==> config.mk <==
export PLATFORM = sky130hd
export DESIGN_NAME = regfile
export DESIGN_NICKNAME = d
export VERILOG_FILES = /design/src/rtl/regfile_pkg.sv /design/src/rtl/reg_ld.sv /design/src/rtl/regfile.sv
export SDC_FILE = /design/constraint.sdc
export NUM_CORES = 1
export LEC_CHECK = 0
export ABC_CLOCK_PERIOD_IN_PS = 1400
export CAP_MARGIN = 20
export CORE_UTILIZATION = 53
export DETAILED_ROUTE_END_ITERATION = 16
export PLACE_DENSITY = 0.73
export SLEW_MARGIN = 5
export SYNTH_ARGS = -nofsm -noshare
export SYNTH_HDL_FRONTEND = slang
export SYNTH_SLANG_ARGS = --single-unit
==> constraint.sdc <==
create_clock -name clk -period 1.4 [get_ports clk]
set_input_delay 0.21 -clock clk [delete_from_list [all_inputs] [get_ports clk]]
set_output_delay 0.21 -clock clk [all_outputs]
set_load 0.01 [all_outputs]
==> src/rtl/regfile_pkg.sv <==
// Shared register-file types and sizing for the datapath.
// Exports DATA_W, ADDR_W, NUM_REGS, word_t and regnum_t.
package regfile_pkg;

  localparam int DATA_W   = 16;
  localparam int ADDR_W   = 3;
  localparam int NUM_REGS = 8;

  typedef logic [DATA_W-1:0] word_t;
  typedef logic [ADDR_W-1:0] regnum_t;

endpackage

==> src/rtl/reg_ld.sv <==
// reg_ld: one load-enabled register with synchronous active-low clear.
// Ports: clk, rst_n (sync, active-low), ld_i (load), d_i (data), q_o (stored).
module reg_ld #(
  parameter int W = 16
) (
  input  logic         clk,
  input  logic         rst_n,
  input  logic         ld_i,
  input  logic [W-1:0] d_i,
  output logic [W-1:0] q_o
);

  logic [W-1:0] val_q;
  logic [W-1:0] val_d;

  always_comb begin
    val_d = val_q;
    if (ld_i) val_d = d_i;
  end

  // Clear wins over load in the same cycle.
  always_ff @(posedge clk) begin
    if (!rst_n) val_q <= '0;
    else        val_q <= val_d;
  end

  assign q_o = val_q;

endmodule

==> src/rtl/regfile.sv <==
// regfile: NUM_REGS x DATA_W register file, one sync write and one comb read port.
// Ports: clk, rst_n (sync, active-low), data_in, writenum, write, readnum, data_out.
// Option: define REGFILE_BYPASS_EN to forward data_in to data_out when
// a write targets the register being read in the same cycle.
module regfile
  import regfile_pkg::*;
#(
  parameter int DATA_W   = regfile_pkg::DATA_W,
  parameter int ADDR_W   = regfile_pkg::ADDR_W,
  parameter int NUM_REGS = regfile_pkg::NUM_REGS
) (
  input  logic              clk,
  input  logic              rst_n,
  input  logic [DATA_W-1:0] data_in,
  input  logic [ADDR_W-1:0] writenum,
  input  logic              write,
  input  logic [ADDR_W-1:0] readnum,
  output logic [DATA_W-1:0] data_out
);

  if (NUM_REGS != (1 << ADDR_W)) begin : g_bad_cfg
    $error("regfile: NUM_REGS must equal 2**ADDR_W");
  end

  logic [NUM_REGS-1:0] ld_en;
  logic [DATA_W-1:0]   regs [NUM_REGS];
  logic [DATA_W-1:0]   rd_word;

  // One-hot decode of writenum, gated by write.
  always_comb begin
    ld_en = '0;
    for (int i = 0; i < NUM_REGS; i++) begin
      ld_en[i] = write && (writenum == ADDR_W'(i));
    end
  end

  for (genvar g = 0; g < NUM_REGS; g++) begin : g_reg
    reg_ld #(
      .W(DATA_W)
    ) u_reg (
      .clk  (clk),
      .rst_n(rst_n),
      .ld_i (ld_en[g]),
      .d_i  (data_in),
      .q_o  (regs[g])
    );
  end

  assign rd_word = regs[readnum];

`ifdef REGFILE_BYPASS_EN
  // Write-through forwarding; suppressed while reset is asserted.
  logic byp;
  assign byp = rst_n && write && (writenum == readnum);
  assign data_out = byp ? data_in : rd_word;
`else
  assign data_out = rd_word;
`endif

endmodule

# Word level (Yosys, flattened, before mapping)

Index checks and enable logic that the tools add are counted.

Output and inout bits: 16
Register bits: 128
Word-level logic and storage cells: 29

Equal/unequal tests: 7
Bitwise operators: 1
Multiplexer cells: 3
Reduce and logical (&&, ||, !) cells: 9
Magnitude comparators: 1

Operators by type and width:

| cell                                                             | count |
|---|---|
| 16-bit binary-select mux with 3-bit select                       | 1 |
| 16-bit 2-to-1 mux                                                | 2 |
| 3-bit == test (second input constant)                            | 4 |
| 1-bit logical AND                                                | 8 |
| 3-bit by 2-bit == test with 1-bit output (second input constant) | 2 |
| 4-bit greater-or-equal comparator (second input constant)        | 1 |
| 3-bit NOT with 4-bit output                                      | 1 |
| 3-bit by 1-bit == test with 1-bit output (second input constant) | 1 |
| 3-bit zero test                                                  | 1 |

# Depth between registers and ports, before layout

Gate-level depths: netlist (run 1).

Depth after elaboration: 4
Gate-level depth with buffers: 6
Depth with buffers taken out: 3

# Cells and area by module

From an unflattened synthesis (run 1), not the netlist that was laid out.

Cells, all modules: 478
Area total of the unflattened synthesis: 6054.6 um^2

By module, submodules not included:

| module  | instances | area an instance (um^2) | cells an instance |
|---|---|---|---|
| reg_ld  | 8         | 615.6                   | 51 |
| regfile | 1         | 1129.8                  | 70 |

# Worst setup path after synthesis (run 1)

Ideal clock, no wire load.

Path type: input to output
Start point: input port readnum[0]
End point: output port data_out[14]
Required time: 1.190 ns
Data arrival time: 1.270 ns
Buffers on the path: 2
Cell stages on the path: 4
Slack: -0.080 ns
Cells stage by stage: buf_6 > buf_6 > mux4_1 > mux2_2

Word-level cells in the longest chain between the ends: 4

RTL lines:

| item                                                  | RTL line      | RTL |
|---|---|---|
| from (decl)                                           | regfile.sv:17 | `input logic [ADDR_W-1:0] readnum,` |
| 3-bit NOT with 4-bit output (implied by the code)     | regfile.sv:49 | `assign rd_word = regs[readnum];` |
| 16-bit binary-select mux with 3-bit select            | regfile.sv:49 |  |
| 16-bit 2-to-1 mux (implied by the code) (2 in series) | regfile.sv:49 |  |
| to (decl)                                             | regfile.sv:18 | `output logic [DATA_W-1:0] data_out` |

Every way passes these cells. The select of a mux whose other input is x is not followed.

# Worst setup path in the final report (run 1)

Start point: register g_reg[7].u_reg.val_q[2]
End point: output port data_out[2]

Word-level cells in the longest chain between the ends: 3

RTL lines:

| item                                                  | RTL line      | RTL |
|---|---|---|
| from (decl)                                           | reg_ld.sv:13  | `logic [W-1:0] val_q;` |
| from (signal assigned)                                | reg_ld.sv:24  | `else val_q <= val_d;` |
| 16-bit binary-select mux with 3-bit select            | regfile.sv:49 |  |
| 16-bit 2-to-1 mux (implied by the code) (2 in series) | regfile.sv:49 |  |

Every way passes these cells. The select of a mux whose other input is x is not followed.

==> summary.txt, run 1 <==
Route
  • Initial drt markers: 440
  • Post-route DRC: 0
  • Routed WL: about 16000 um
  • Drt pass-1 iters: 5
  • Post-DRT Antenna Nets: 0
  • Routed via count: about 4900
  • Via-to-Cell Ratio: 5.71
  • Routed len/inst: 18.5 um

CTS
  • CTS buffer count: 17
  • Hold_buf cts: 0
  • CTS tree: yes
  • Clk slew on worst S/H paths: roughly 0.06 ns
  • Clock sink total: 128
  • CTS max path bufs: 2
  • Later-pin clock latency in the skew report: 0.42 ns
  • H-tree levels: 4
  • CTS root buffer: clkbuf_16

Floorplanning
  • DIE HEIGHT: 109 um
  • I/O pin count: 41
  • Placement Rows: 38
  • Starting Density: 55.2%
  • Die Wd: about 110 um
  • Die area: 11900 um2
  • Core area: about 11000 um2

Pwr
  • Switching Share: 22.8%
  • Leakage power: approximately 2.7 nW
  • Switching pwr: just over 2 mW
  • Cell Int Power: 6.95 mW
  • Share of power burned in registers: 41.8%
  • Peak supply drop: about 0.91 mV
  • Clock power frac: 49.8%
  • Comb power frac: 8.4%
  • Power per cell area: between 1000 and 1500 nW/um2

STA
  • Final hold vios: 0
  • Hold Worst Slack: 0.324 ns
  • Max-slew violation count: 0
  • Clock skew: 0 ns
  • Worst Tran Pin Value: 0.444 ns
  • Final min period: 1.85 ns
  • RSZ-0062 raised after global routing: true
  • Rel. slew slack: between 70% and 80%
  • Finish-stage setup viols: 16
  • Setup slack after layout: -0.448 ns
  • Max frequency: 541 MHz
  • Period utilization: 132%

Finish
  • Max reg flops: between 100 and 150
  • Most common cell after layout, fill and taps aside: nand2_1
  • Final Core Density: 67.9%
  • Final nets: ~720
  • Most frequent cells in the layout: nand2_1, dfxtp_1, a21boi_0
  • Flip-flop and latch area: 2590 um2
  • P&R area growth vs syn: 23.1%
  • Design Area, Final: between 7000 and 8000 um2
  • Footprint of the multi-input gates: 3060 um2
  • Fillers: slightly above 800
  • Antenna Diode Count: 0
  • Ratio of cells with drive above 1 in the final layout: 25.9%

Worst hold path
  • Hold EP: g_reg[5].u_reg.q_o[1]
  • Hold depth: 3
  • Hold wc startpoint: rst_n
  • Worst hold path class: in2reg

Synth
  • Mapped Area: between 6000 and 7000 um2
  • Synth Area per Inst: 9.37 um2
  • Distinct cells, synth: 22
  • Sequential share of the synthesized area: 42.3%
  • Syn nets: 672
  • Yosys warns: 0
  • Cells after Synth: ~650
  • #FFs+latches synth: 128

Run status
  • Failing checks: negative setup slack
  • Outcome: complete, but fails checks

Place
  • Setup slack at placement: -0.715 ns
  • Dpl hpwl: 10600 um
  • Area after DPL: 6820 um2
  • Global placer's final weighted congestion: approximately 0.8
  • Port Buffers: 40

Global routing
  • Pin count of the biggest net entering global routing: roughly 130
  • First-pass GRT wire length: 25000 um
  • GRT Util Overall: between 20% and 30%
  • Initial antenna violation count: 0
  • Grt ovf: 0
  • Number of global-route vias before repair: 4875

Worst setup path
  • Worst reg2reg setup slack: 0.68 ns
  • Crit Path Class: reg2out
  • Reg2reg end: g_reg[7].u_reg.q_o[5]
  • Worst path arrival time: 1.64 ns
  • Critical path launch point type: register
  • CP Max Fanout: 2
  • WP data required: approximately 1.2 ns
  • R2r worst-path depth: 3
  • Endpoint class of the critical path: output port
  • R2r startpoint: g_reg[7].u_reg.q_o[5]

Job
  • # Max-Cap Violations: 0
[logic make-up after synthesis]
logic type | Yosys count | synth area share (%)
flip-flops | 128 | 42.3
AND/OR/NAND/NOR | 272 | 18.8
multiplexers | 48 | 16.2
AO/OA/AOI/OAI | 128 | 15.8
buffers and inverters | 71 | 6.91
[timing repair]
action | CTS | global route
pin swaps | 0 | 0
resized for setup | 98 | 12
setup buffers | 0 | 0
gates cloned | 0 | 0
endpoints found under the setup margin | 16 | 17
[final cells by class]
type	instances	area share (%)
clock inverters	13	2.18
flip-flops and latches	128	34.7
repair buffers	102	13.9
well taps	140	2.35
clock buffers	19	5.94
multi-input cells	448	41.0
[critical path, cell delays in order, from the launching register on]
cell and delay, ns:
dfxtp_2 0.32, mux4_2 0.48, mux2_4 0.29, buf_6 0.12
[per-stage QoR]
stage / total power, mW / TNS, ns / std cells
after floorplan: 4.30 / -0.312 / 647
after global placement: 4.56 / -39.79 / 818
after detailed placement: 4.58 / -44.25 / 818
after CTS: 9.06 / -7.00 / 850
after global routing: 9.27 / -7.34 / 850
final: 9.00 / -6.76 / 850
[power groups by stage]
| stage | clock network, mW | logic [mW] | registers, mW |
|---|---|---|---|
| after floorplan | 0 | 0.479 | 3.82 |
| after global placement | 0 | 0.724 | 3.84 |
| after detailed placement | 0 | 0.740 | 3.84 |
| after CTS | 4.55 | 0.753 | 3.76 |
| after global routing | 4.70 | 0.803 | 3.77 |
| final | 4.48 | 0.755 | 3.76 |
[worst max-delay path by stage]
stage | from | endpoint | slack [ns] | cells after the start
after floorplan | readnum[2] | data_out[0] | -0.02 | 4
after global placement | readnum[2] | data_out[1] | -0.69 | 5
after detailed placement | readnum[2] | data_out[1] | -0.72 | 5
after CTS | g_reg[7].u_reg.q_o[2] | data_out[2] | -0.47 | 3
after global routing | g_reg[5].u_reg.q_o[1] | data_out[1] | -0.48 | 3
final | g_reg[7].u_reg.q_o[2] | data_out[2] | -0.45 | 3
[routing by layer]
metal | vias to the layer above | GRT usage (%) | share of wire (%) | wire [um]
li1 | 2273 | - | - | -
met1 | 2359 | 36.3 | 41 | 6450
met2 | 187 | 47.3 | 50 | 7790
met3 | 32 | 6.93 | 7.0 | 1090
met4 | 0 | 12.6 | 2.5 | 391
met5 | - | 0 | 0 | 0
[synth_stat cells (all sizes together)]
library cell,instances,area share [%]
nand4b,3,0.43
nand4bb,3,0.56
a21boi,128,16
nor4b,1,0.39
mux2,16,3.0
and4b,3,0.50
buf,47,5.4
and4bb,3,0.62
nand4,1,0.10
nand2,256,16
mux4,32,13
and4,1,0.14
clkbuf,24,1.5
dfxtp,128,42
or4b,1,0.17
(Power assumes the default switching activity.)
==> run 2, diff against run 1 <==
- ABC_CLOCK_PERIOD_IN_PS: 1400 -> 2300
- CORE_UTILIZATION: 53 -> 55
- PLACE_DENSITY: 0.73 -> 0.72
- clock period: 1.4 -> 2.3 ns (I/O delays scaled with it)
==> summary.txt, run 2 (synthesis results as in run 1) <==
STA
  • Final min period: 2.24 ns
  • Worst Tran Pin Value: 0.681 ns (+0.237 ns)
  • Rel. slew slack: 54.6% (-16 points)
  • Final hold vios: 0 (unchanged)
  • Setup slack after layout: 0.0588 ns (+0.507 ns)
  • Period utilization: 97.4%
  • Finish-stage setup viols: 0 (-16)
  • RSZ-0062 raised after global routing: false
  • Max frequency: 446 MHz
  • Clock skew: 0 ns (unchanged)
  • Max-slew violation count: 0 (unchanged)

Global routing
  • Number of global-route vias before repair: 4613 (-5.4%)
  • Initial antenna violation count: 0 (unchanged)
  • First-pass GRT wire length: 25000 um (about the same)
  • GRT Util Overall: 30.0% (+1.0 points)
  • Grt ovf: 0 (unchanged)
  • Pin count of the biggest net entering global routing: 65 (-50%)

Floorplanning
  • I/O pin count: 41 (unchanged)
  • Die area: 11400 um2 (-3.6%)
  • Placement Rows: 37 (-2.6%)
  • Core area: 10500 um2 (-4.3%)
  • Die Wd: 107 um (-1.8%)
  • Starting Density: 57.7% (+2.5 points)
  • DIE HEIGHT: 107 um (-1.8%)

Place
  • Port Buffers: 40 (unchanged)
  • Area after DPL: 6600 um2 (-3.2%)
  • Global placer's final weighted congestion: 0.824 (+3.1%)
  • Dpl hpwl: 9610 um (-9.7%)
  • Setup slack at placement: -0.0787 ns (+0.637 ns)

Finish
  • Final nets: 697 (-3.5%)
  • Most common cell after layout, fill and taps aside: nand2_1
  • Design Area, Final: 7170 um2 (-3.9%)
  • Fillers: 771 (-5.7%)
  • Max reg flops: 128 (unchanged)
  • Antenna Diode Count: 0 (unchanged)
  • P&R area growth vs syn: 18.3%
  • Ratio of cells with drive above 1 in the final layout: 14.6% (-11 points)
  • Most frequent cells in the layout: nand2_1, dfxtp_1, a21boi_0

CTS
  • CTS max path bufs: 2 (unchanged)
  • Later-pin clock latency in the skew report: 0.52 ns (+0.10 ns)
  • Clock sink total: 128 (unchanged)
  • CTS buffer count: 17 (unchanged)
  • Clk slew on worst S/H paths: 0.06 ns (about the same)
  • Setup repair bufs after CTS: 0 (unchanged)
  • CTS tree: yes
  • CTS root buffer: clkbuf_8
  • H-tree levels: 4 (unchanged)

Route
  • Via-to-Cell Ratio: 5.90 (+3.5%)
  • Drt pass-1 iters: 5 (unchanged)
  • Routed WL: 16100 um (+2.6%)
  • Post-DRT Antenna Nets: 0 (unchanged)
  • Routed via count: 4842 (-0.19%)
  • Initial drt markers: 520 (+18%)
  • Post-route DRC: 0 (unchanged)
  • Routed len/inst: 19.7 um (+6.3%)

Worst setup path
  • Worst path arrival time: 1.90 ns (+0.26 ns)
  • Endpoint class of the critical path: output port
  • WP data required: 1.96 ns (+0.77 ns)
  • Crit Path Class: reg2out
  • Critical path launch point type: register
  • CP Max Fanout: 2 (unchanged)

Worst hold path
  • Worst hold path class: in2reg

Pwr
  • Switching Share: 21.9% (-0.95 points)
  • Power per cell area: 745 nW/um2 (-38%)
  • Peak supply drop: 0.581 mV (-36%)
  • Comb power frac: 7.9% (-0.5 points)
  • Share of power burned in registers: 42.9% (+1.1 points)
  • Switching pwr: 1.17 mW (-43%)
  • Leakage power: 2.64 nW (-1.9%)
  • Clock power frac: 49.2% (-0.6 points)
  • Cell Int Power: 4.17 mW (-40%)

Job
  • # Max-Cap Violations: 0 (unchanged)

Run status
  • Outcome: finished, final reports clean
-- run 2: cell count changes in the layout (fill, tap and decap cells not counted), moves of 5 or more --
cell,previous run,this run
clkbuf_8,1,7
buf_4,49,27
mux4_1,0,20
clkdlybuf4s15_1,0,11
dfxtp_2,20,0
mux2_4,16,0
dfxtp_1,108,128
mux2_2,0,16
mux4_2,32,12
buf_6,16,0
dlygate4sd2_1,0,5
-- run 2: power groups by stage --
stage / clock, mW / combinational [mW] / sequential [mW]
after detailed placement: 0 / 0.419 / 2.34
after floorplan: 0 / 0.276 / 2.33
after global routing: 2.76 / 0.447 / 2.29
after global placement: 0 / 0.410 / 2.33
after CTS: 2.66 / 0.416 / 2.29
final: 2.63 / 0.421 / 2.29
-- run 2: layout make-up --
| cell class | instances | area [um2] | area share [%] |
|---|---|---|---|
| Tap cell | 136 | 170 | 2.37 |
| Clock buffer | 26 | 508 | 7.08 |
| Clock inverter | 5 | 75.1 | 1.05 |
| Sequential cell | 128 | 2560 | 35.7 |
| Multi-Input combinational cell | 448 | 3070 | 42.9 |
| Timing Repair Buffer | 77 | 782 | 10.9 |
-- run 2: path summary, 6_finish.rpt --
kind | from | endpoint | slack (ns) | cells after the start
worst max-delay path | g_reg[3].u_reg.q_o[3] | data_out[3] | 0.06 | 3
worst min-delay path | rst_n | g_reg[1].u_reg.q_o[13] | 0.41 | 2
worst max register to register | g_reg[3].u_reg.q_o[15] | g_reg[3].u_reg.q_o[15] | 1.60 | 2
worst min register to register | g_reg[2].u_reg.q_o[11] | g_reg[2].u_reg.q_o[11] | 0.45 | 2
-- run 2: layer usage --
layer	global-route usage (%)	up-vias	part of all wire (%)
met5	0	-	0
met4	11.8	0	1.8
met3	8.88	28	11
met2	46.3	263	47
met1	39.5	2305	40
li1	-	2246	-
-- run 2: stage by stage --
step                hold slack, ns  TNS (ns)  power (mW)  util [%]  std cells
detailed placement           0.443    -0.695        2.75      62.8        789
CTS                          0.392         0        5.36      68.2        820
global placement             0.436    -0.511        2.74      62.8        789
global route                 0.421         0        5.50      68.2        820
floorplan                    0.430         0        2.60         -        647
finish                       0.413         0        5.34      68.2        820
-- run 2: timing repair --
action                     in CTS  in global routing
setup endpoints to repair      16                 11
hold buffers                    0                  0
gates resized for setup        17                 12
pin swaps                       0                  0
gates cloned                    0                  0
-- run 2: critical path: stages, from the launching register on --
cell	delay [ns]
dfxtp_1	0.30
mux4_1	0.49
mux2_2	0.28
dlygate4sd2_1	0.30
